==> src/rtl/pipe_pkg.sv <==
// Shared fetch-side definitions: default widths, reset PC, instruction size,
// the fetch FSM states and the next-PC source select.
package pipe_pkg;

  localparam int          ADDR_W_DEFAULT   = 32;
  localparam logic [31:0] RESET_PC_DEFAULT = 32'h0000_0000;
  localparam int          INSTR_BYTES      = 4;

  typedef enum logic {
    FETCH,
    DRAIN
  } fetch_state_e;

  typedef enum logic [1:0] {
    PC_HOLD,
    PC_INC,
    PC_TARGET,
    PC_PEND
  } pc_sel_e;

endpackage

==> src/rtl/pc_next_mux.sv <==
// Combinational next-PC selection (hold / increment / redirect / pending redirect)
// plus word alignment of the incoming branch target.
module pc_next_mux
  import pipe_pkg::*;
#(
  parameter int ADDR_W = ADDR_W_DEFAULT
) (
  input  pc_sel_e           i_sel,
  input  logic [ADDR_W-1:0] i_pc,
  input  logic [ADDR_W-1:0] i_target,
  input  logic [ADDR_W-1:0] i_pend,
  output logic [ADDR_W-1:0] o_targetAligned,
  output logic [ADDR_W-1:0] o_pcPlus4,
  output logic [ADDR_W-1:0] o_nextPc,
  output logic              o_misaligned
);

  // Low bits of a target are dropped rather than trapped; the top level only flags them.
  assign o_targetAligned = {i_target[ADDR_W-1:2], 2'b00};
  assign o_misaligned    = |i_target[1:0];
  assign o_pcPlus4       = i_pc + ADDR_W'(INSTR_BYTES);

  always_comb begin
    o_nextPc = i_pc;
    case (i_sel)
      PC_HOLD:   o_nextPc = i_pc;
      PC_INC:    o_nextPc = o_pcPlus4;
      PC_TARGET: o_nextPc = o_targetAligned;
      PC_PEND:   o_nextPc = i_pend;
      default:   o_nextPc = i_pc;
    endcase
  end

endmodule

==> src/rtl/pc_redirect_ctrl.sv <==
// Owns the PC and the instruction-fetch handshake; applies branch redirects,
// squashes wrong-path instructions and holds the PC on load-use stalls.
module pc_redirect_ctrl
  import pipe_pkg::*;
#(
  parameter int                ADDR_W   = ADDR_W_DEFAULT,
  parameter logic [ADDR_W-1:0] RESET_PC = ADDR_W'(RESET_PC_DEFAULT)
) (
  input  logic              clk,
  input  logic              reset,
  input  logic              select,
  input  logic [ADDR_W-1:0] branch_target,
  input  logic              stall,
  output logic              imem_req,
  output logic [ADDR_W-1:0] imem_addr,
  input  logic              imem_ready,
  output logic              if_valid,
  output logic [ADDR_W-1:0] pc_out,
  output logic [ADDR_W-1:0] pc_plus4,
  output logic              flush_if_id,
  output logic              flush_id_ex,
  output logic              misalign_err
);

  fetch_state_e      r_state;
  fetch_state_e      w_nextState;
  logic [ADDR_W-1:0] r_pc;
  logic [ADDR_W-1:0] r_pend;
  logic              r_flush;
  logic              r_misalign;
  pc_sel_e           w_pcSel;
  logic              w_pendLoad;
  logic              w_ifValid;
  logic [ADDR_W-1:0] w_targetAligned;
  logic [ADDR_W-1:0] w_pcPlus4;
  logic [ADDR_W-1:0] w_nextPc;
  logic              w_misaligned;

  pc_next_mux #(.ADDR_W(ADDR_W)) u_mux (
    .i_sel           (w_pcSel),
    .i_pc            (r_pc),
    .i_target        (branch_target),
    .i_pend          (r_pend),
    .o_targetAligned (w_targetAligned),
    .o_pcPlus4       (w_pcPlus4),
    .o_nextPc        (w_nextPc),
    .o_misaligned    (w_misaligned)
  );

  // A redirect that arrives while a fetch is still outstanding keeps the old
  // address on the bus and parks the target until the memory completes.
  always_comb begin
    w_nextState = r_state;
    w_pcSel     = PC_HOLD;
    w_pendLoad  = 1'b0;
    w_ifValid   = 1'b0;
    case (r_state)
      FETCH: begin
        if (select) begin
          if (imem_ready) begin
            w_pcSel = PC_TARGET;
          end else begin
            w_nextState = DRAIN;
            w_pendLoad  = 1'b1;
          end
        end else if (imem_ready && !stall) begin
          w_pcSel   = PC_INC;
          w_ifValid = 1'b1;
        end
      end
      DRAIN: begin
        if (select) begin
          if (imem_ready) begin
            w_pcSel     = PC_TARGET;
            w_nextState = FETCH;
          end else begin
            w_pendLoad = 1'b1;
          end
        end else if (imem_ready) begin
          w_pcSel     = PC_PEND;
          w_nextState = FETCH;
        end
      end
      default: w_nextState = FETCH;
    endcase
  end

  always_ff @(posedge clk) begin
    if (reset) begin
      r_state    <= FETCH;
      r_pc       <= RESET_PC;
      r_pend     <= '0;
      r_flush    <= 1'b0;
      r_misalign <= 1'b0;
    end else begin
      r_state <= w_nextState;
      r_pc    <= w_nextPc;
      r_flush <= select;
      if (w_pendLoad) r_pend <= w_targetAligned;
      if (select && w_misaligned) r_misalign <= 1'b1;
    end
  end

  // Reset masks the request and the squash pulses within the reset cycle itself.
  assign imem_req     = ~reset;
  assign imem_addr    = r_pc;
  assign if_valid     = w_ifValid & ~reset;
  assign pc_out       = r_pc;
  assign pc_plus4     = w_pcPlus4;
  assign flush_if_id  = r_flush & ~reset;
  assign flush_id_ex  = r_flush & ~reset;
  assign misalign_err = r_misalign;

endmodule
==> config.mk <==
export PLATFORM = sky130hd
export DESIGN_NAME = pc_redirect_ctrl
export DESIGN_NICKNAME = d
export VERILOG_FILES = /design/src/rtl/pipe_pkg.sv /design/src/rtl/pc_next_mux.sv /design/src/rtl/pc_redirect_ctrl.sv
export SDC_FILE = /design/constraint.sdc
export NUM_CORES = 1
export LEC_CHECK = 0
export CAP_MARGIN = 20
export CORE_MARGIN = 2
export CORE_UTILIZATION = 40
export CTS_CLUSTER_DIAMETER = 40
export DETAILED_ROUTE_END_ITERATION = 8
export PLACE_DENSITY = 0.86
export SETUP_SLACK_MARGIN = 0.15
export SLEW_MARGIN = 5
export SYNTH_ARGS = -nofsm -noshare
export SYNTH_HDL_FRONTEND = slang
export SYNTH_SLANG_ARGS = --single-unit
==> constraint.sdc <==
create_clock -name clk -period 2.8 [get_ports clk]
set_input_delay 0.84 -clock clk [delete_from_list [all_inputs] [get_ports clk]]
set_output_delay 0.84 -clock clk [all_outputs]
set_load 0.01 [all_outputs]
-- Yosys cells after proc, flatten, opt, wreduce, memory -nomap -nowiden
Index checks and enable logic that the tools add are counted.
- output and inout port bits: 101
- bits of input ports: 37
- register bits: 65
- word-level logic and storage cells: 31
- $add $sub $neg: 1
- bitwise gates (word level): 4
- muxes and demuxes: 13
- reductions and logical operators: 5
- equality and inequality tests: 3
- operators with widths (cell ; number):
    32-bit case mux with 3 select lines ; 1
    32-bit by 3-bit adder with 32-bit output, second input constant ; 1
    2-bit two-way mux ; 4
    1-bit two-way mux ; 6
    2-bit equality test, second input constant ; 2
    2-bit case mux with 2 select lines ; 1
    1-bit AND ; 2
    2-bit by 1-bit equality test with 1-bit output, second input constant ; 1
    1-bit logical AND ; 2
    2-bit zero test ; 1
    1-bit NOT ; 2
    1-bit case mux with 2 select lines ; 1
    2-bit OR reduction ; 1
    1-bit zero test ; 1

-- Logic depth before layout (Yosys ltp)
- depth after elaboration: 7
- depth in mapped cells: 8
- mapped depth without buffers: 6

-- Hierarchy
A second synthesis with hierarchy kept.
- cell total of the unflattened synthesis: 570
- area, all modules: 5068.6 sq um
- modules (own cells, without submodules) (module ; cells an instance ; seq. area each (sq um) ; times used ; area each (sq um)):
    pc_redirect_ctrl ; 261 ; 1341.3 ; 1 ; 2835.2
    pc_next_mux ; 309 ; 0.0 ; 1 ; 2233.4

-- Worst setup path before layout
Ideal clock, no wire load.
- kind: reg2out
- start: register r_pc[2] (netlist: imem_addr[2])
- end: output port pc_plus4[30]
- data arrival time: 2.047 ns
- setup slack: -0.087 ns
- buffers on the path: 2
- data required time: 1.960 ns
- cell stages (with the launch flop): 8
- path through: dfxtp_1 -> ha_1 -> clkbuf_1 -> nand4_1 -> nor4_1 -> clkbuf_1 -> nand4_1 -> xnor2_1
- word-level cells in the longest chain between the ends: 1
- RTL lines (what ; line ; source):
    from (decl) ; pc_redirect_ctrl.sv:27 ; logic [ADDR_W-1:0] r_pc;
    from (signal assigned) ; pc_redirect_ctrl.sv:97 ; r_pc <= w_nextPc;
    32-bit by 3-bit adder with 32-bit output ; pc_next_mux.sv:21 ; assign o_pcPlus4 = i_pc + ADDR_W'(INSTR_BYTES);
    to (decl) ; pc_redirect_ctrl.sv:19 ; output logic [ADDR_W-1:0] pc_plus4,
Every way passes these cells.

-- Worst setup path after layout
- start: register r_pc[4] (netlist: imem_addr[4])
- end: output port pc_plus4[26]
Same word-level chain as after synthesis.

==> impl_results.html <==
<table>
<tr><th>Metric</th><th>Value</th></tr>
<tr><th colspan="2">Run status</th></tr>
<tr><td>Run status</td><td>complete, but fails checks</td></tr>
<tr><td>Failing checks</td><td>setup timing</td></tr>
<tr><th colspan="2">CTS</th></tr>
<tr><td>CTS tree</td><td>done</td></tr>
<tr><td>Number of buffers on the longest clock path</td><td>2</td></tr>
<tr><td>Clock Pin Slew Worst Setup and Hold Paths</td><td>~0.070 ns</td></tr>
<tr><td>Clock tree root driver cell</td><td>sky130_fd_sc_hd__clkbuf_8</td></tr>
<tr><td>Number of hold buffers added after cts</td><td>0</td></tr>
<tr><td>H-Tree Depth</td><td>3</td></tr>
<tr><td>Number of buffers inserted during clock tree synthesis</td><td>9</td></tr>
<tr><td>Skew-Pair Late Insertion Delay</td><td>around 0.34 ns</td></tr>
<tr><td>Clk sinks</td><td>between 60 and 70</td></tr>
<tr><th colspan="2">Layout</th></tr>
<tr><td>Fraction of final layout cells sized beyond drive strength 1</td><td>a little under 30%</td></tr>
<tr><td>Non-filler instance count after layout</td><td>843</td></tr>
<tr><td>Multi-input gate area</td><td>0.00242 mm2</td></tr>
<tr><td>Post-Layout Inst Area</td><td>slightly above 0.006 mm2</td></tr>
<tr><td>Count of inserted antenna diode cells</td><td>0</td></tr>
<tr><td>Fill count</td><td>713</td></tr>
<tr><td>Area growth from synthesis to layout</td><td>58.8%</td></tr>
<tr><td>Storage element area</td><td>~0.0013 mm2</td></tr>
<tr><td>Final net count</td><td>748</td></tr>
<tr><th colspan="2">Critical path</th></tr>
<tr><td>Flop-to-flop setup slack</td><td>0.60 ns</td></tr>
<tr><td>Crit start category</td><td>register</td></tr>
<tr><td>Launch point of the worst reg-to-reg path</td><td>imem_addr[3]</td></tr>
<tr><td>Crit path max fanout</td><td>5</td></tr>
<tr><td>Endpoint kind of the worst setup timing path</td><td>primary output</td></tr>
<tr><td>CP startpoint</td><td>imem_addr[4]</td></tr>
<tr><td>Worst Path Arrival</td><td>2.04 ns</td></tr>
<tr><td>Start-to-end type of the worst setup path</td><td>register to primary output</td></tr>
<tr><td>Critical Path RT</td><td>just under 2 ns</td></tr>
<tr><td>Worst reg2reg path depth</td><td>7</td></tr>
<tr><th colspan="2">Min path</th></tr>
<tr><td>Hold path cells</td><td>2</td></tr>
<tr><td>Hold wc startpoint</td><td>r_pend[30]</td></tr>
<tr><td>Hold Path Class</td><td>register to register</td></tr>
<tr><th colspan="2">STA</th></tr>
<tr><td>Final period util</td><td>103%</td></tr>
<tr><td>Actual transition at the worst max-transition pin</td><td>0.578 ns</td></tr>
<tr><td>Final worst slack</td><td>-0.0803 ns</td></tr>
<tr><td>Final setup vio count</td><td>3</td></tr>
<tr><td>Number of pins with negative max-slew slack in the final report</td><td>0</td></tr>
<tr><td>Worst Hold Slack</td><td>0.455 ns</td></tr>
<tr><td>Final-layout setup total negative slack</td><td>-0.138 ns</td></tr>
<tr><td>RSZ-0062 raised after global routing</td><td>true</td></tr>
<tr><td>Normalized max-slew margin</td><td>approximately three fifths</td></tr>
<tr><td>Achievable frequency</td><td>about 0.35 GHz</td></tr>
<tr><td>Final Critical Period</td><td>2.88 ns</td></tr>
<tr><td>Worst clock skew on the final layout</td><td>roughly 0.0097 ns</td></tr>
<tr><td>Total count of hold-check failures in the final report</td><td>0</td></tr>
<tr><th colspan="2">Synth</th></tr>
<tr><td>Library cells used by synthesis</td><td>between 50 and 60</td></tr>
<tr><td>Total of warnings raised by yosys</td><td>0</td></tr>
<tr><td>Number of synthesized flops with an enable pin</td><td>0</td></tr>
<tr><td>Cell with the most instances after synthesis</td><td>sky130_fd_sc_hd__nand2_1</td></tr>
<tr><td>Post-synthesis instance area</td><td>0.00387 mm2</td></tr>
<tr><td>Cell count after synthesis</td><td>534</td></tr>
<tr><td>Proportion of register bits with asynchronous set or reset after synthesis</td><td>0%</td></tr>
<tr><td>Synth top area share</td><td>between 30% and 40%</td></tr>
<tr><td>Fraction of the yosys area taken by sequential cells</td><td>roughly 33%</td></tr>
<tr><td>Prevailing post-synth register cell</td><td>sky130_fd_sc_hd__dfxtp_1</td></tr>
<tr><td>Flops &amp; latches, synth</td><td>63</td></tr>
<tr><td>Cell taking the most area after synthesis</td><td>sky130_fd_sc_hd__dfxtp_1</td></tr>
<tr><td>Synthesized area per cell</td><td>7.24 um2</td></tr>
<tr><td>Biggest area contributors in the synthesized netlist</td><td>sky130_fd_sc_hd__dfxtp_1, sky130_fd_sc_hd__nand2_1, sky130_fd_sc_hd__a21oi_1, sky130_fd_sc_hd__buf_4, sky130_fd_sc_hd__xnor2_1</td></tr>
<tr><td>Most frequent cells after synthesis</td><td>sky130_fd_sc_hd__nand2_1, sky130_fd_sc_hd__a21oi_1, sky130_fd_sc_hd__dfxtp_1, sky130_fd_sc_hd__buf_4</td></tr>
<tr><th colspan="2">Global route</th></tr>
<tr><td>First-pass GRT wire length</td><td>22500 um</td></tr>
<tr><td>Combined global-route utilization of all metal layers</td><td>27.8%</td></tr>
<tr><td>Final global-route overflow total</td><td>0</td></tr>
<tr><td>Antenna violations before repair</td><td>0</td></tr>
<tr><td>Via count of the first global-routing pass</td><td>between 4000 and 5000</td></tr>
<tr><td>Maximum number of pins on one net before global-route repair</td><td>36</td></tr>
<tr><th colspan="2">Placement</th></tr>
<tr><td>Routability Congestion</td><td>0.938</td></tr>
<tr><td>Hpwl dp</td><td>10100 um</td></tr>
<tr><td>Cell count after placement</td><td>803</td></tr>
<tr><td>Number of I/O port buffers</td><td>131</td></tr>
<tr><td>Instance area at placement</td><td>~0.0055 mm2</td></tr>
<tr><th colspan="2">Floorplanning</th></tr>
<tr><td>Number of rows in the core area</td><td>35</td></tr>
<tr><td>Total die area</td><td>0.0105 mm2</td></tr>
<tr><td>Die width</td><td>102 um</td></tr>
<tr><td>Floorplan Core Area</td><td>about 0.0093 mm2</td></tr>
<tr><td>Effective utilization at floorplan</td><td>41.5%</td></tr>
<tr><td>Ports</td><td>138</td></tr>
<tr><td>Vertical die dimension</td><td>just over 100 um</td></tr>
<tr><th colspan="2">Power</th></tr>
<tr><td>Leakage power</td><td>2.48 nW</td></tr>
<tr><td>Worst-case vdd ir drop</td><td>255 uV</td></tr>
<tr><td>Pwr Total</td><td>roughly 0.0025 W</td></tr>
<tr><td>Pwr/cell area</td><td>413 mW/mm2</td></tr>
<tr><th colspan="2">Routing</th></tr>
<tr><td>First-pass DRT Iterations</td><td>6</td></tr>
<tr><td>Total vias in the final route</td><td>approximately 4900</td></tr>
<tr><td>Drt via density</td><td>5.86</td></tr>
<tr><td>ANT nets after route</td><td>0</td></tr>
<tr><td>DRC violation count after routing</td><td>0</td></tr>
<tr><td>Number of DRC markers in iteration 0</td><td>592</td></tr>
<tr><td>Wire length per cell</td><td>18.4 um</td></tr>
<tr><td>Drt total wl</td><td>15500 um</td></tr>
<tr><th colspan="2">Job</th></tr>
<tr><td>Number of max-cap violations</td><td>0</td></tr>
</table>
[layout by cell type (no fill, tap or decap), drive strengths merged, types with 3 or more instances in the layout]
| cell type | n |
|---|---|
| buf | 127 |
| o21a | 5 |
| xnor2 | 21 |
| a221oi | 5 |
| inv | 10 |
| nand4 | 10 |
| clkinv | 3 |
| o21ai | 37 |
| a22oi | 3 |
| nor2 | 35 |
| and2 | 4 |
| a22o | 7 |
| o221ai | 4 |
| a211oi | 3 |
| clkdlybuf4s50 | 101 |
| or4 | 3 |
| clkbuf | 13 |
| a21oi | 65 |
| dfxtp | 63 |
| dlygate4sd2 | 6 |
| and3 | 11 |
| nand2 | 95 |
| and4 | 5 |
| a2bb2oi | 3 |
| xor2 | 6 |
| o2bb2a | 3 |
| conb | 6 |
| nor4 | 9 |
| nor3 | 13 |
| nand3 | 16 |
[cell families (layout without fill, tap and decap cells)]
logic type,after synthesis,count (layout),share of synthesized area (%)
AO/OA/AOI/OAI,148,148,23.3
XOR/XNOR,27,27,6.11
adder cells (fa/ha/maj),1,1,0.323
buffers and inverters,86,261,12.0
flip-flops,63,63,32.6
other,1,6,0.0970
AND/OR/NAND/NOR,208,208,25.6
[routing by layer]
| layer | track usage [%] | part of all wire (%) | vias to the layer above |
|---|---|---|---|
| li1 | - | - | 2179 |
| met5 | 0 | 0 | - |
| met1 | 35.8 | 38 | 2271 |
| met4 | 13.3 | 4.7 | 0 |
| met3 | 4.86 | 11 | 86 |
| met2 | 45.3 | 47 | 404 |
[power breakdown]
part | internal, W | switching [W] | leakage [nW]
Sequential | 0.000958 | 0.0000655 | 0.528
Combinational | 0.000384 | 0.000375 | 1.86
Clock | 0.000386 | 0.000368 | 0.0942
Total | 0.00173 | 0.000808 | 2.48
[final cells by class]
class	count	area share, %
Multi-Input combinational cell	390	39.4
Timing Repair Buffer	235	33.0
Sequential cell	63	21.4
Clock buffer	12	2.69
Tap cell	129	2.63
Inverter	11	0.672
Clock inverter	3	0.285
[what timing repair did]
| action | 4_1_cts | 5_1_grt |
|---|---|---|
| gates cloned | 1 | 0 |
| setup endpoints to repair | 29 | 23 |
| gates resized for setup | 144 | 44 |
| pin swaps | 22 | 25 |
| setup buffers | 13 | 11 |
[worst max-delay path: stages, from the launching register on]
cell and delay, ns:
sky130_fd_sc_hd__dfxtp_4 0.38, sky130_fd_sc_hd__buf_6 0.11, sky130_fd_sc_hd__nand4_1 0.10, sky130_fd_sc_hd__nor4_2 0.27
sky130_fd_sc_hd__buf_4 0.18, sky130_fd_sc_hd__buf_4 0.12, sky130_fd_sc_hd__buf_12 0.11, sky130_fd_sc_hd__nand2_2 0.06
sky130_fd_sc_hd__xnor2_1 0.21, sky130_fd_sc_hd__buf_2 0.17
[state kept, by name, summed over array words and instances, names as in the netlist]
register,count
imem_addr,30
r_pend,30
misalign_err,1
r_flush,1
r_state,1
[per-stage QoR]
step,setup slack (ns),util [%]
after global placement,-0.352,59.3
final,-0.0803,65.8
after CTS,0.00813,64.1
after detailed placement,-0.398,59.3
after floorplan,0.205,-
after global routing,-0.193,65.8
[final timing paths]
kind / to
worst min register to register: r_pend[30]
worst max register to register: imem_addr[22]
worst min-delay path: r_pend[30]
worst max-delay path: pc_plus4[26]
No activity file was read; power rests on OpenSTA's default activity.
==> RTL change (config.mk and constraints unchanged) <==
Make the reset (`reset`) asynchronous in one clocked block.
--- a/src/rtl/pc_redirect_ctrl.sv
+++ b/src/rtl/pc_redirect_ctrl.sv
@@ -85,7 +85,7 @@
     endcase
   end
 
-  always_ff @(posedge clk) begin
+  always_ff @(posedge clk or posedge reset) begin
     if (reset) begin
       r_state    <= FETCH;
       r_pc       <= RESET_PC;
Behaviour: differs if reset is asserted again (counterexample within 4 cycles, from zero or initial values and one cycle with reset high); with reset held inactive, the same outputs for 10 cycles.
==> RTL change against the original RTL <==
The flow still finishes with violations (setup timing); cell area grew 6.6%; worst setup slack lost 73 ps; final cell count shrank 5.2%; area after synthesis grew 6.5%; routed wire length shrank 0.67%; count of clock-buffer cells in the layout shrank 3; sequential cell count is the same; highest routed layer unchanged.
Power is not compared: it rests on default switching activity, and its combinational part moved more than twofold at a synthesized area within 25%.
==> RTL change: results (changes against the original RTL) <==
worst slew pin tran=831 ps (was 578 ps); M1 GR Usage=30.6% (was 35.8%); Synth area leaders=dfrtp_1 (38%), mux2_2 (8.2%), buf_4 (7.5%) (was dfxtp_1 (33%), nand2_1 (9.2%), a21oi_1 (8.4%)); violated checks=setup timing (unchanged); inverter count=3 (was 11); Seq/Total Area, Yosys=38.3% (was 32.6%); share of layout cells above drive strength 1=38.3% (was 29.1%); status=finished, violations left (unchanged); wl on met1=5660 µm (was 5890 µm); worst slack at placement=-472 ps (was -398 ps); crit-path max FO=4 (was 5); post-CTS setup buffer count=26 (was 13); hpwl dp=9590 µm (was 10100 µm); met3 GRT Util=6.18% (was 4.86%); first-pass GRT wire length=23000 µm (was 22500 µm); Final WS setup=-153 ps (was -80.3 ps); critical path's top delay family=simple AND/OR/NAND/NOR gates (was buffers and inverters); routed wl met2=7770 µm (was 7260 µm); clock buffer count=9 (was 12); nets=697 (was 748); gr usage total=26.2% (was 27.8%); clk_skew=6.14 ps (was 9.70 ps); M2 GR Usage=44.3% (was 45.3%); num sequential=63 (unchanged); arrival time at the worst endpoint=2110 ps (was 2040 ps); endpoints failing setup=15 (was 3); Seq area share=24.1% (was 21.4%); vias per inst=5.79 (was 5.86); Iter 0 DRT Violations=387 (was 592); fillers=718 (was 713); Multi-input gate area=2440 µm² (was 2420 µm²); number of unique standard cell types used by synthesis=53 (was 51); GP Congestion=0.845 (was 0.938); vias in the first global route=4595 (was 4432)
-- RTL change: logic make-up after synthesis --
logic type,share of synthesized area (%)
AOI/OAI and AO/OA,15.4
adders and majority gates,0.304
DFF,38.3
xor gates and xnor gates,5.96
muxes,8.93
buffers and inverters,10.8
other,0.0911
and+or+nand+nor,20.2
-- RTL change: per-stage QoR --
stage                     cells  cell area [µm²]  power [W]
after floorplan             461             4150    0.00186
after global placement      744             5840    0.00252
after detailed placement    744             5840    0.00257
after CTS                   785             6320    0.00327
after global routing        799             6550    0.00356
final                       799             6550    0.00342
-- RTL change: final timing paths --
| kind | end | slack (ps) |
|---|---|---|
| worst max-delay path | pc_plus4[20] | -150 |
| worst min-delay path | misalign_err | 480 |
| worst max register to register | imem_addr[10] | -80 |
| worst min register to register | misalign_err | 480 |
| max in group asynchronous | r_pend[13] | 1200 |
| min in group asynchronous | r_pend[27] | 1070 |
